File: src/rtl/kv_pkg.sv
// Shared definitions for the kv_io_cmd pad-to-request bridge: op codes, FSM states,
// default widths and the strobe priority helper.
package kv_pkg;

    localparam int KEY_W_DEF          = 7;
    localparam int VAL_W_DEF          = 7;
    localparam int SYNC_STAGES_DEF    = 2;
    localparam int TIMEOUT_CYCLES_DEF = 255;

    typedef enum logic [1:0] {
        OP_GET = 2'b00,
        OP_PUT = 2'b01,
        OP_DEL = 2'b10,
        OP_CLR = 2'b11
    } op_t;

    typedef enum logic [1:0] {
        ST_IDLE = 2'b00,
        ST_REQ  = 2'b01,
        ST_WAIT = 2'b10
    } state_t;

    // Strobe vector is packed {clr, del, put, get}, so the winning bit index is the op code.
    function automatic op_t pick_op(input logic [3:0] edges);
        if (edges[3])      return OP_CLR;
        else if (edges[2]) return OP_DEL;
        else if (edges[1]) return OP_PUT;
        else               return OP_GET;
    endfunction

endpackage

File: src/rtl/kv_sync_edge.sv
// Pad synchronisers: kv_sync is a plain multi-flop synchroniser, kv_sync_edge adds a
// registered rising-edge detector on top of it.
module kv_sync #(
    parameter int W     = 1,
    parameter int DEPTH = 2
) (
    input  logic         clk,
    input  logic         rst_n,
    input  logic [W-1:0] d,
    output logic [W-1:0] q
);
    logic [W-1:0] sync_p [DEPTH];

    always_ff @(posedge clk) begin
        if (!rst_n) begin
            for (int i = 0; i < DEPTH; i++) sync_p[i] <= '0;
        end else begin
            sync_p[0] <= d;
            for (int i = 1; i < DEPTH; i++) sync_p[i] <= sync_p[i-1];
        end
    end

    assign q = sync_p[DEPTH-1];
endmodule

module kv_sync_edge #(
    parameter int W     = 1,
    parameter int DEPTH = 2
) (
    input  logic         clk,
    input  logic         rst_n,
    input  logic [W-1:0] d,
    output logic [W-1:0] rise
);
    logic [W-1:0] sync_q;
    logic [W-1:0] prev_q;

    kv_sync #(.W(W), .DEPTH(DEPTH)) u_sync (
        .clk   (clk),
        .rst_n (rst_n),
        .d     (d),
        .q     (sync_q)
    );

    // prev resets to 0, so a strobe held high across reset release yields exactly one edge.
    always_ff @(posedge clk) begin
        if (!rst_n) begin
            prev_q <= '0;
            rise   <= '0;
        end else begin
            prev_q <= sync_q;
            rise   <= sync_q & ~prev_q;
        end
    end
endmodule

File: src/rtl/kv_io_cmd.sv
// Pad command front-end: synchronises raw pad strobes/buses and issues one KV request at a time.
// Optional response timeout enabled with `define KV_IO_TIMEOUT_EN.
module kv_io_cmd
    import kv_pkg::*;
#(
    parameter int KEY_W          = KEY_W_DEF,
    parameter int VAL_W          = VAL_W_DEF,
    parameter int SYNC_STAGES    = SYNC_STAGES_DEF,
    parameter int TIMEOUT_CYCLES = TIMEOUT_CYCLES_DEF
) (
    input  logic             wb_clk_i,
    input  logic             wb_rst_n_i,
    input  logic [KEY_W-1:0] io_key_i,
    input  logic [VAL_W-1:0] io_val_i,
    input  logic             io_put_i,
    input  logic             io_get_i,
    input  logic             io_del_i,
    input  logic             io_clr_i,
    output logic             req_valid_o,
    input  logic             req_ready_i,
    output logic [1:0]       req_op_o,
    output logic [KEY_W-1:0] req_key_o,
    output logic [VAL_W-1:0] req_val_o,
    input  logic             rsp_valid_i,
    input  logic             rsp_hit_i,
    input  logic [VAL_W-1:0] rsp_data_i,
    output logic [VAL_W-1:0] io_rdata_o,
    output logic             io_hit_o,
    output logic             busy_o,
    output logic             err_o,
    output logic [7:0]       drop_cnt_o
);
    if (SYNC_STAGES < 2 || TIMEOUT_CYCLES < 1) begin : g_bad_param
        $error("kv_io_cmd: SYNC_STAGES must be >= 2 and TIMEOUT_CYCLES >= 1");
    end

    logic [3:0]       cmd_rise;
    logic [KEY_W-1:0] key_s;
    logic [VAL_W-1:0] val_s;
    logic             any_edge;
    op_t              edge_op;

    state_t           state;
    op_t              op_q;
    logic             req_valid_q;
    logic [KEY_W-1:0] key_q;
    logic [VAL_W-1:0] val_q;
    logic [VAL_W-1:0] rdata_q;
    logic             hit_q;
    logic [7:0]       drop_q;

    kv_sync_edge #(.W(4), .DEPTH(SYNC_STAGES)) u_cmd_sync (
        .clk   (wb_clk_i),
        .rst_n (wb_rst_n_i),
        .d     ({io_clr_i, io_del_i, io_put_i, io_get_i}),
        .rise  (cmd_rise)
    );

    kv_sync #(.W(KEY_W + VAL_W), .DEPTH(SYNC_STAGES)) u_data_sync (
        .clk   (wb_clk_i),
        .rst_n (wb_rst_n_i),
        .d     ({io_key_i, io_val_i}),
        .q     ({key_s, val_s})
    );

    assign any_edge = |cmd_rise;
    assign edge_op  = pick_op(cmd_rise);

`ifdef KV_IO_TIMEOUT_EN
    localparam int TMO_W = $clog2(TIMEOUT_CYCLES + 1);
    localparam logic [TMO_W-1:0] TMO_LAST = TMO_W'(TIMEOUT_CYCLES - 1);
    logic [TMO_W-1:0] tmo_q;
    logic             err_q;
`endif

    always_ff @(posedge wb_clk_i) begin
        if (!wb_rst_n_i) begin
            state       <= ST_IDLE;
            op_q        <= OP_GET;
            req_valid_q <= 1'b0;
            key_q       <= '0;
            val_q       <= '0;
            rdata_q     <= '0;
            hit_q       <= 1'b0;
            drop_q      <= '0;
`ifdef KV_IO_TIMEOUT_EN
            tmo_q       <= '0;
            err_q       <= 1'b0;
`endif
        end else begin
            // Only the winning edge of a cycle counts as a drop; a CLR response below overrides.
            if (state != ST_IDLE && any_edge && drop_q != 8'hFF)
                drop_q <= drop_q + 8'd1;

            case (state)
                ST_IDLE: begin
                    if (any_edge) begin
                        op_q        <= edge_op;
                        key_q       <= key_s;
                        val_q       <= val_s;
                        req_valid_q <= 1'b1;
                        state       <= ST_REQ;
                    end
                end
                ST_REQ: begin
                    if (req_valid_q && req_ready_i) begin
                        req_valid_q <= 1'b0;
                        state       <= ST_WAIT;
`ifdef KV_IO_TIMEOUT_EN
                        tmo_q       <= '0;
`endif
                    end
                end
                ST_WAIT: begin
                    if (rsp_valid_i) begin
                        hit_q <= rsp_hit_i;
                        if (op_q == OP_GET) rdata_q <= rsp_data_i;
                        if (op_q == OP_CLR) begin
                            drop_q <= '0;
`ifdef KV_IO_TIMEOUT_EN
                            err_q  <= 1'b0;
`endif
                        end
                        state <= ST_IDLE;
                    end
`ifdef KV_IO_TIMEOUT_EN
                    else if (tmo_q == TMO_LAST) begin
                        err_q <= 1'b1;
                        hit_q <= 1'b0;
                        state <= ST_IDLE;
                    end else begin
                        tmo_q <= tmo_q + 1'b1;
                    end
`endif
                end
                default: state <= ST_IDLE;
            endcase
        end
    end

    assign req_valid_o = req_valid_q;
    assign req_op_o    = op_q;
    assign req_key_o   = key_q;
    assign req_val_o   = val_q;
    assign io_rdata_o  = rdata_q;
    assign io_hit_o    = hit_q;
    assign busy_o      = (state != ST_IDLE);
    assign drop_cnt_o  = drop_q;
`ifdef KV_IO_TIMEOUT_EN
    assign err_o       = err_q;
`else
    assign err_o       = 1'b0;
`endif

endmodule

File: config.mk
export PLATFORM = sky130hd
export DESIGN_NAME = kv_io_cmd
export DESIGN_NICKNAME = d
export VERILOG_FILES = /design/src/rtl/kv_pkg.sv /design/src/rtl/kv_sync_edge.sv /design/src/rtl/kv_io_cmd.sv
export SDC_FILE = /design/constraint.sdc
export NUM_CORES = 1
export LEC_CHECK = 0
export BUFFER_PORTS_ARGS = -buffer_cell sky130_fd_sc_hd__buf_2
export CAP_MARGIN = 5
export CORE_MARGIN = 8
export CORE_UTILIZATION = 28
export DETAILED_ROUTE_END_ITERATION = 8
export HOLD_SLACK_MARGIN = 0.05
export PLACE_DENSITY_LB_ADDON = 0.2
export SLEW_MARGIN = 20
export SYNTH_ARGS = -nofsm -noshare
export SYNTH_HDL_FRONTEND = slang
export SYNTH_SLANG_ARGS = --single-unit
File: constraint.sdc
create_clock -name wb_clk_i -period 2.05 [get_ports wb_clk_i]
set_clock_uncertainty 0.2 [all_clocks]
set_input_delay 0.205 -clock wb_clk_i [delete_from_list [all_inputs] [get_ports wb_clk_i]]
set_output_delay 0.205 -clock wb_clk_i [all_outputs]
set_load 0.03 [all_outputs]
==> results.sh, run 1 <==
export IMPL_hp_class="in2reg"
export IMPL_grt_ovfl_total=0
export IMPL_ys_seq_area_frac=0.594
export IMPL_pre_cts_ws_ns=0.121
export IMPL_synth_top_area_cell="dfxtp_1"
export IMPL_clock_path_buffers=2
export IMPL_drv_cap=0
export IMPL_drive_gt1_frac=0.261
export IMPL_synth_commonest_cells="dfxtp_1, and2_1, nand2_1"
export IMPL_gp_congestion=0.715
export IMPL_grtUsageMet2=0.123
export IMPL_antenna_found_initial=0
export IMPL_worst_path_dominant_cell_family="buffers and inverters"
export IMPL_grt_pass1_wl_mm=8.92
export IMPL_port_buffers=63
export IMPL_holdPathStages=2
export IMPL_grtUsageMet1=0.110
export IMPL_cp_max_fo=2
export IMPL_numCtsBuffers=9
export IMPL_clkLatencyLatePin_ns=0.35
export IMPL_cpPeakStageDelay_ns=0.56
export IMPL_post_cts_buffers=0
export IMPL_setup_violations=0
export IMPL_top_usage_layer="met2"
export IMPL_num_rows=35
export IMPL_outcome="finished, final reports clean"
export IMPL_num_vias=1953
export IMPL_n_antenna_cell=0
export IMPL_fin_nets=382
export IMPL_dpl_cell_count=440
export IMPL_hold_viol=0
export IMPL_power_density_nw_per_um2=836
export IMPL_grt_max_degree=37
export IMPL_slowest_stage="dlygate4sd3_1"
export IMPL_synth_cells=255
export IMPL_final_cells=485
export IMPL_io_pins=65
export IMPL_worst_r2r_cell_count=5
export IMPL_core_area_um2=9240
export IMPL_die_x_um=114
export IMPL_path_clk_slew_ns=0.08
export IMPL_crit_type="in2reg"
export IMPL_dr_first_iter_drc_count=36
export IMPL_crit_buf_inv=3
export IMPL_vias_per_cell=4.03
export IMPL_cts_root_buf="clkbuf_8"
export IMPL_cts_htree_levels=3
export IMPL_async_flop_share=0
export IMPL_die_area_um2=12900
export IMPL_worst_slack_ns=0.132
export IMPL_n_fill_cell=932
export IMPL_wl_per_cell_um=11.5
export IMPL_worstSetupEndpointType="flop"
export IMPL_fmax_mhz=521
export IMPL_power_leakage_uw=0.00158
export IMPL_synth_edf_count=0
export IMPL_peakVddDrop_mv=0.370
export IMPL_die_h_um=114
export IMPL_synth_cell_type_count=41
export IMPL_synth_ff_type="dfxtp_1"
export IMPL_crit_chain="dlygate4sd3_1 > buf_2 > or3b_2 > a21boi_0 > dlygate4sd3_1"
export IMPL_cts_tree="done"
export IMPL_tns_ns=0
export IMPL_drt_pass1_iter_count=4
export IMPL_synth_area_leaders="dfxtp_1, and2_1, nand2_1"
export IMPL_synthesis_nets=286
export IMPL_final_max_slew_viol_count=0
export IMPL_synth_most_common_cell="dfxtp_1"
export IMPL_critPathArrivalTime_ns=2.01
export IMPL_min_period_ns=1.92
export IMPL_met3_usage=0.0291
export IMPL_dp_hpwl_mm=3.65
export IMPL_track_usage=0.0878
export IMPL_start_kind="primary input"
export IMPL_cts_sinks=79
export IMPL_rsz0062_at_grt="false"
export IMPL_cp_required_ns=2.14
export IMPL_ant_nets=0
export IMPL_hold_ws_ns=0.0660
export IMPL_initial_core_util=0.288
export IMPL_fin_crit_sh=0.936
export IMPL_area_growth_pct=35.8
export IMPL_ys_ff_latch=79
export IMPL_grt_pass1_vias=1833
export IMPL_crit_cells=5
export IMPL_drc_errors=0
export IMPL_synth_top_cell_area_share=0.594
export IMPL_wirelength_mm=5.57
export IMPL_syn_cell_area_um2=2660
export IMPL_critPathMostFrequentCell="dlygate4sd3_1"
export IMPL_avgSynthCellArea_um2=10.4
export IMPL_yosysWarnings=0
==> where the power goes <==
| part | switching (uW) | leakage, uW | internal (uW) | total [uW] |
|---|---|---|---|---|
| registers | 23.3 | 0.000646 | 1590 | 1610 |
| clock network | 601 | 0.0000900 | 574 | 1180 |
| logic | 122 | 0.000842 | 118 | 239 |
==> stage by stage <==
step / area (um^2) / utilization / total power [uW]
global placement: 3120 / 0.337 / 1840
floorplan: 2660 / - / 1770
CTS: 3610 / 0.391 / 3090
global route: 3610 / 0.391 / 3170
finish: 3610 / 0.391 / 3020
detailed placement: 3120 / 0.337 / 1850
==> path summary, 6_finish.rpt <==
path                                            from                  to  slack (ns)
worst min register to register  u_cmd_sync.prev_q[0]  u_cmd_sync.rise[0]        0.18
worst max-delay path                     rsp_valid_i            state[1]        0.13
worst max register to register         drop_cnt_o[0]       drop_cnt_o[5]        0.15
worst min-delay path                      wb_rst_n_i         req_valid_o        0.07
==> worst register-to-register path, stage by stage (launching register included) <==
cell     delay [ns]
dfxtp_1        0.35
ha_2           0.22
and3_4         0.17
a211o_4        0.36
or4_1          0.40
a21oi_1        0.14
==> metal layers <==
metal,up-vias,share of wire
li1,1029,-
met1,869,0.50
met2,46,0.42
met3,9,0.051
met4,0,0.023
met5,-,0
==> placed cells by master (no fill, tap or decap), types with 2 or more instances in the layout <==
cell            n
a21oi_1         5
clkinvlp_4      4
mux2i_1         9
nor2b_1        12
dfxtp_1        79
dlygate4sd3_1  29
nand2_1        33
buf_4           4
clkbuf_8        9
nor2_2          2
a31oi_1         2
nor2_1          6
or3_1           2
buf_2          63
and2_1         40
inv_1           4
a211oi_1        2
o21ai_0         4
a21boi_1       15
a21boi_0        2
nand3_1         5
==> layout make-up <==
type	instances	area, um^2	area share
sequential	79	1580	0.438
timing repair buffer	96	636	0.176
multi-input combinational	161	1020	0.281
inverter	4	15.0	0.00415
clock buffer	9	124	0.0343
tap	129	161	0.0447
clock inverter	7	80.1	0.0222
==> repair_timing <==
action,in CTS,in global routing
hold buffers,29,0
hold endpoints to repair,29,0
gates resized for setup,0,1
setup endpoints to repair,0,1
==> logic make-up (layout without fill, tap and decap cells) <==
| family | Yosys count | count (layout) | share of synthesized area |
|---|---|---|---|
| adders and majority gates | 1 | 1 | 0.00470 |
| other | 1 | 1 | 0.00141 |
| muxes | 9 | 9 | 0.0338 |
| xor gates and xnor gates | 1 | 1 | 0.00329 |
| buffers and inverters | 15 | 116 | 0.0249 |
| and+or+nand+nor | 112 | 112 | 0.238 |
| DFF | 79 | 79 | 0.594 |
| AOI/OAI and AO/OA | 37 | 37 | 0.0996 |
==> flip-flops by register name, indices dropped and copies added (netlist names) <==
signal	count
req_valid_o	1
drop_cnt_o	8
u_cmd_sync.prev_q	4
u_data_sync.sync_p	28
req_val_o	7
state	2
req_op_o	2
io_hit_o	1
req_key_o	7
u_cmd_sync.u_sync.sync_p	8
u_cmd_sync.rise	4
io_rdata_o	7
Note: power is estimated with default switching activity, not from simulation.
==> run 2, diff against run 1 <==
--- a/config.mk
+++ b/config.mk
@@ -7,6 +7,8 @@
 export LEC_CHECK = 0
 export BUFFER_PORTS_ARGS = -buffer_cell sky130_fd_sc_hd__buf_2
 export CAP_MARGIN = 5
+export CELL_PAD_IN_SITES_DETAIL_PLACEMENT = 1
+export CELL_PAD_IN_SITES_GLOBAL_PLACEMENT = 1
 export CORE_MARGIN = 8
 export CORE_UTILIZATION = 28
 export DETAILED_ROUTE_END_ITERATION = 8
==> run 2 against run 1 <==
- clock-buffer cell count grew 1
- largest power group unchanged
- via count grew 2.7%
- final cell count grew 0.21%
- wire length grew 8.4%
- largest cell class unchanged
==> results.sh, run 2 (same netlist as run 1, synthesis figures left out) <==
export IMPL_outcome="finished, final reports clean"
export IMPL_layout_commonest_cell="dfxtp_1"
export IMPL_cp_max_fo=7
export IMPL_r2r_end="drop_cnt_o[5]"
export IMPL_dp_hpwl_mm=3.98
export IMPL_final_max_slew_viol_count=0
export IMPL_area_growth_pct=37.4
export IMPL_worstSetupEndpointType="flop"
export IMPL_fin_util=0.396
export IMPL_dr_first_iter_drc_count=50
export IMPL_power_density_nw_per_um2=857
export IMPL_hold_viol=0
export IMPL_min_period_ns=1.96
export IMPL_dpl_cell_count=440
export IMPL_drive_gt1_frac=0.261
export IMPL_regToRegStartpoint="drop_cnt_o[0]"
export IMPL_hp_class="reg2reg"
export IMPL_port_buffers=63
export IMPL_cts_root_buf="clkbuf_8"
export IMPL_drv_cap=0
export IMPL_numCtsBuffers=9
export IMPL_fmax_mhz=510
export IMPL_grt_max_degree=53
export IMPL_vias_per_cell=4.13
export IMPL_clkLatencyLatePin_ns=0.34
export IMPL_antenna_found_initial=0
export IMPL_drc_errors=0
export IMPL_layout_common_cells="dfxtp_1, buf_2, and2_1"
export IMPL_place_area_um2=3130
export IMPL_largest_register_ffs=28
export IMPL_tns_ns=0
export IMPL_num_rows=35
export IMPL_peakVddDrop_mv=0.268
export IMPL_clock_path_buffers=2
export IMPL_grt_pass1_vias=2028
export IMPL_track_usage=0.0983
export IMPL_wl_per_cell_um=12.4
export IMPL_crit_end="drop_cnt_o[5]"
export IMPL_die_area_um2=12900
export IMPL_cp_required_ns=2.14
export IMPL_min_from="u_cmd_sync.prev_q[3]"
export IMPL_die_h_um=114
export IMPL_cts_htree_levels=3
export IMPL_crit_start="drop_cnt_o[0]"
export IMPL_final_area_um2=3660
export IMPL_final_cells=486
export IMPL_critPathArrivalTime_ns=2.05
export IMPL_top_register="u_data_sync.sync_p"
export IMPL_power_leakage_uw=0.00160
export IMPL_ant_nets=0
export IMPL_rsz0062_at_grt="false"
export IMPL_post_cts_buffers=0
export IMPL_drt_pass1_iter_count=4
export IMPL_gp_congestion=0.712
export IMPL_setup_violations=0
export IMPL_cts_sinks=79
export IMPL_path_clk_slew_ns=0.08
export IMPL_rrSetupSlack_ns=0.09
export IMPL_hold_ws_ns=0.180
export IMPL_cts_tree="done"
export IMPL_fin_nets=383
export IMPL_worst_r2r_cell_count=5
export IMPL_crit_type="reg2reg"
export IMPL_n_antenna_cell=0
export IMPL_grt_pass1_wl_mm=9.93
export IMPL_io_pins=65
export IMPL_initial_core_util=0.288
export IMPL_die_x_um=114
export IMPL_start_kind="flop"
export IMPL_grt_ovfl_total=0
export IMPL_num_vias=2006
export IMPL_core_area_um2=9240
export IMPL_wirelength_mm=6.03
export IMPL_fin_crit_sh=0.957
==> run 2: timing repair <==
item,in CTS,in global routing
gates resized for setup,0,2
endpoints found under the setup margin,0,1
hold endpoints to repair,30,0
hold buffers,30,0
==> run 2: worst min-delay path by stage <==
stage                     cells past startpoint  slack (ns)                             end
after floorplan                               1        0.13  u_cmd_sync.u_sync.sync_p[0][0]
after global placement                        1        0.17              u_cmd_sync.rise[3]
after detailed placement                      1        0.18              u_cmd_sync.rise[0]
after CTS                                     1        0.19              u_cmd_sync.rise[3]
after global routing                          1        0.20              u_cmd_sync.rise[1]
final                                         1        0.18              u_cmd_sync.rise[3]
==> run 2: area by class of cell <==
class / count / area (um^2)
clock buffers: 10 / 128
well taps: 129 / 161
fillers: 1036 / 5580
inverters: 4 / 15.0
multi-input cells: 161 / 1020
repair buffers: 97 / 658
flip-flops and latches: 79 / 1580
clock inverters: 6 / 93.8
==> run 2: power breakdown <==
group / internal [uW] / switching (uW) / leakage (uW)
Clock: 695 / 589 / 0.000107
Combinational: 120 / 123 / 0.000852
Sequential: 1590 / 23.7 / 0.000646
==> run 2: per-layer routing <==
| layer | share of wire | wire length [um] | track usage |
|---|---|---|---|
| met5 | 0 | 0 | 0 |
| met4 | 0.016 | 99 | 0.0639 |
| met1 | 0.45 | 2690 | 0.107 |
| met3 | 0.067 | 402 | 0.0423 |
| met2 | 0.47 | 2840 | 0.153 |
==> run 2: per-stage QoR <==
stage / setup slack, ns / total power (uW)
after floorplan: 0.0207 / 1770
after global placement: 0.122 / 1850
after detailed placement: 0.0471 / 1850
after CTS: 0.0246 / 3200
after global routing: 0.0230 / 3280
final: 0.0881 / 3140
==> run 2: worst max-delay path, stage by stage (launching register included) <==
cell and delay, ns:
dfxtp_1 0.35, ha_2 0.23, and3_4 0.17, a211o_4 0.37, or4_1 0.44, a21oi_2 0.15
==> run 3, diff against run 2 <==
--- a/config.mk
+++ b/config.mk
@@ -9,6 +9,7 @@
 export CAP_MARGIN = 5
 export CELL_PAD_IN_SITES_DETAIL_PLACEMENT = 1
 export CELL_PAD_IN_SITES_GLOBAL_PLACEMENT = 1
+export CORE_ASPECT_RATIO = 0.6
 export CORE_MARGIN = 8
 export CORE_UTILIZATION = 28
 export DETAILED_ROUTE_END_ITERATION = 8
==> run 3 against run 2 <==
- fmax increased by 1.0%
- non-clock buffer count decreased by 1
- die area increased by 0.79%
- combinational power about the same
- sequential share of layout area decreased by 0.90 points
- sequential cell count unchanged
- total power increased by 14%
- final area increased by 2.1%
- worst setup slack improved by 0.020 ns
- final cell count unchanged
- wire length increased by 2.7%
- clock power increased by 34%
- largest cell class unchanged
- largest power group is now the clock network
- highest routed layer unchanged
==> results.sh, run 3 (same netlist as run 1, synthesis figures left out) <==
export IMPL_fin_crit_sh=0.947
export IMPL_peakVddDrop_mv=0.417
export IMPL_wirelength_mm=6.19
export IMPL_cts_tree="done"
export IMPL_gp_congestion=0.695
export IMPL_largest_register_ffs=28
export IMPL_pre_cts_ws_ns=0.0930
export IMPL_dpl_cell_count=441
export IMPL_crit_type="in2reg"
export IMPL_antenna_found_initial=0
export IMPL_tns_ns=0
export IMPL_power_leakage_uw=0.00165
export IMPL_clkLatencyLatePin_ns=0.33
export IMPL_crit_chain="dlygate4sd3_1 > buf_2 > or3b_2 > a21boi_1 > dlygate4sd3_1"
export IMPL_drv_cap=0
export IMPL_port_buffers=63
export IMPL_wl_per_cell_um=12.7
export IMPL_vias_per_cell=4.12
export IMPL_grt_max_degree=31
export IMPL_critPathMostFrequentCell="dlygate4sd3_1"
export IMPL_clock_path_buffers=2
export IMPL_fin_nets=382
export IMPL_min_period_ns=1.94
export IMPL_final_cells=486
export IMPL_multi_input_area_um2=1020
export IMPL_die_area_um2=13000
export IMPL_drive_gt1_frac=0.256
export IMPL_io_pins=65
export IMPL_hp_class="in2reg"
export IMPL_grt_pass1_wl_mm=10.1
export IMPL_dr_first_iter_drc_count=94
export IMPL_hold_viol=0
export IMPL_num_rows=27
export IMPL_layout_common_cells="dfxtp_1, buf_2, and2_1"
export IMPL_num_vias=2004
export IMPL_dp_hpwl_mm=4.29
export IMPL_n_antenna_cell=0
export IMPL_worstSetupEndpointType="flop"
export IMPL_rsz0062_at_grt="false"
export IMPL_cp_required_ns=2.12
export IMPL_cts_root_buf="clkbuf_16"
export IMPL_drc_errors=0
export IMPL_slowest_stage="dlygate4sd3_1"
export IMPL_core_area_um2=9220
export IMPL_numCtsBuffers=9
export IMPL_path_clk_slew_ns=0.06
export IMPL_drt_pass1_iter_count=4
export IMPL_start_kind="primary input"
export IMPL_cpPeakStageDelay_ns=0.56
export IMPL_layout_commonest_cell="dfxtp_1"
export IMPL_initial_core_util=0.289
export IMPL_power_density_nw_per_um2=956
export IMPL_track_usage=0.100
export IMPL_cts_htree_levels=3
export IMPL_post_cts_buffers=0
export IMPL_area_growth_pct=40.3
export IMPL_die_x_um=142
export IMPL_critPathArrivalTime_ns=2.02
export IMPL_grt_pass1_vias=1989
export IMPL_n_fill_cell=1022
export IMPL_register_area_um2=1580
export IMPL_ant_nets=0
export IMPL_top_register="u_data_sync.sync_p"
export IMPL_cp_max_fo=2
export IMPL_die_h_um=91.5
export IMPL_grt_ovfl_total=0
export IMPL_setup_violations=0
export IMPL_fmax_mhz=515
export IMPL_cts_sinks=79
export IMPL_worst_slack_ns=0.108
export IMPL_final_max_slew_viol_count=0
export IMPL_outcome="finished, final reports clean"
## run 3: power breakdown
group | total [uW] | internal, uW | leakage, uW | switching, uW
clock | 1720 | 1110 | 0.000157 | 612
combinational | 242 | 118 | 0.000843 | 124
sequential | 1610 | 1590 | 0.000646 | 24.0
total | 3570 | 2810 | 0.00165 | 759
## run 3: area by class of cell
type,count,share of cell area
tap,130,0.0435
clock buffer,12,0.0660
clock inverter,4,0.0208
sequential,79,0.423
inverter,4,0.00402
multi-input combinational,161,0.272
timing repair buffer,96,0.170
## run 3: path summary, 6_finish.rpt
check | startpoint | endpoint | slack, ns | cells after the start
min | wb_rst_n_i | req_op_o[0] | 0.15 | 2
min reg2reg | u_cmd_sync.prev_q[3] | u_cmd_sync.rise[3] | 0.18 | 1
max | rsp_valid_i | state[1] | 0.11 | 5
max reg2reg | drop_cnt_o[0] | drop_cnt_o[5] | 0.11 | 5
## run 3: metrics by stage
stage,power [uW],cell area [um^2],utilization,hold WS [ns]
after CTS,3640,3730,0.405,0.157
after global placement,1850,3120,0.338,0.173
final,3570,3740,0.405,0.149
after global routing,3730,3740,0.405,0.173
after floorplan,1770,2660,-,0.132
after detailed placement,1850,3120,0.338,0.173
## run 3: critical path, delay by kind of cell
| family | cells | cell delay (ns) |
|---|---|---|
| and+or+nand+nor | 1 | 0.43 |
| AOI/OAI and AO/OA | 1 | 0.15 |
| buffers and inverters | 3 | 1.23 |
## run 3: repair_timing
item	4_1_cts	5_1_grt
endpoints found under the hold margin	28	0
gates resized for setup	0	2
hold buffers	29	0
endpoints found under the setup margin	0	2
## run 3: metal layers
metal  up-vias  track usage  routed length, um
met5         -            0                  0
met4         0       0.0507                131
met3        11       0.0470                454
met2        52        0.136               2440
met1       908        0.129               3160
li1       1033            -                  -
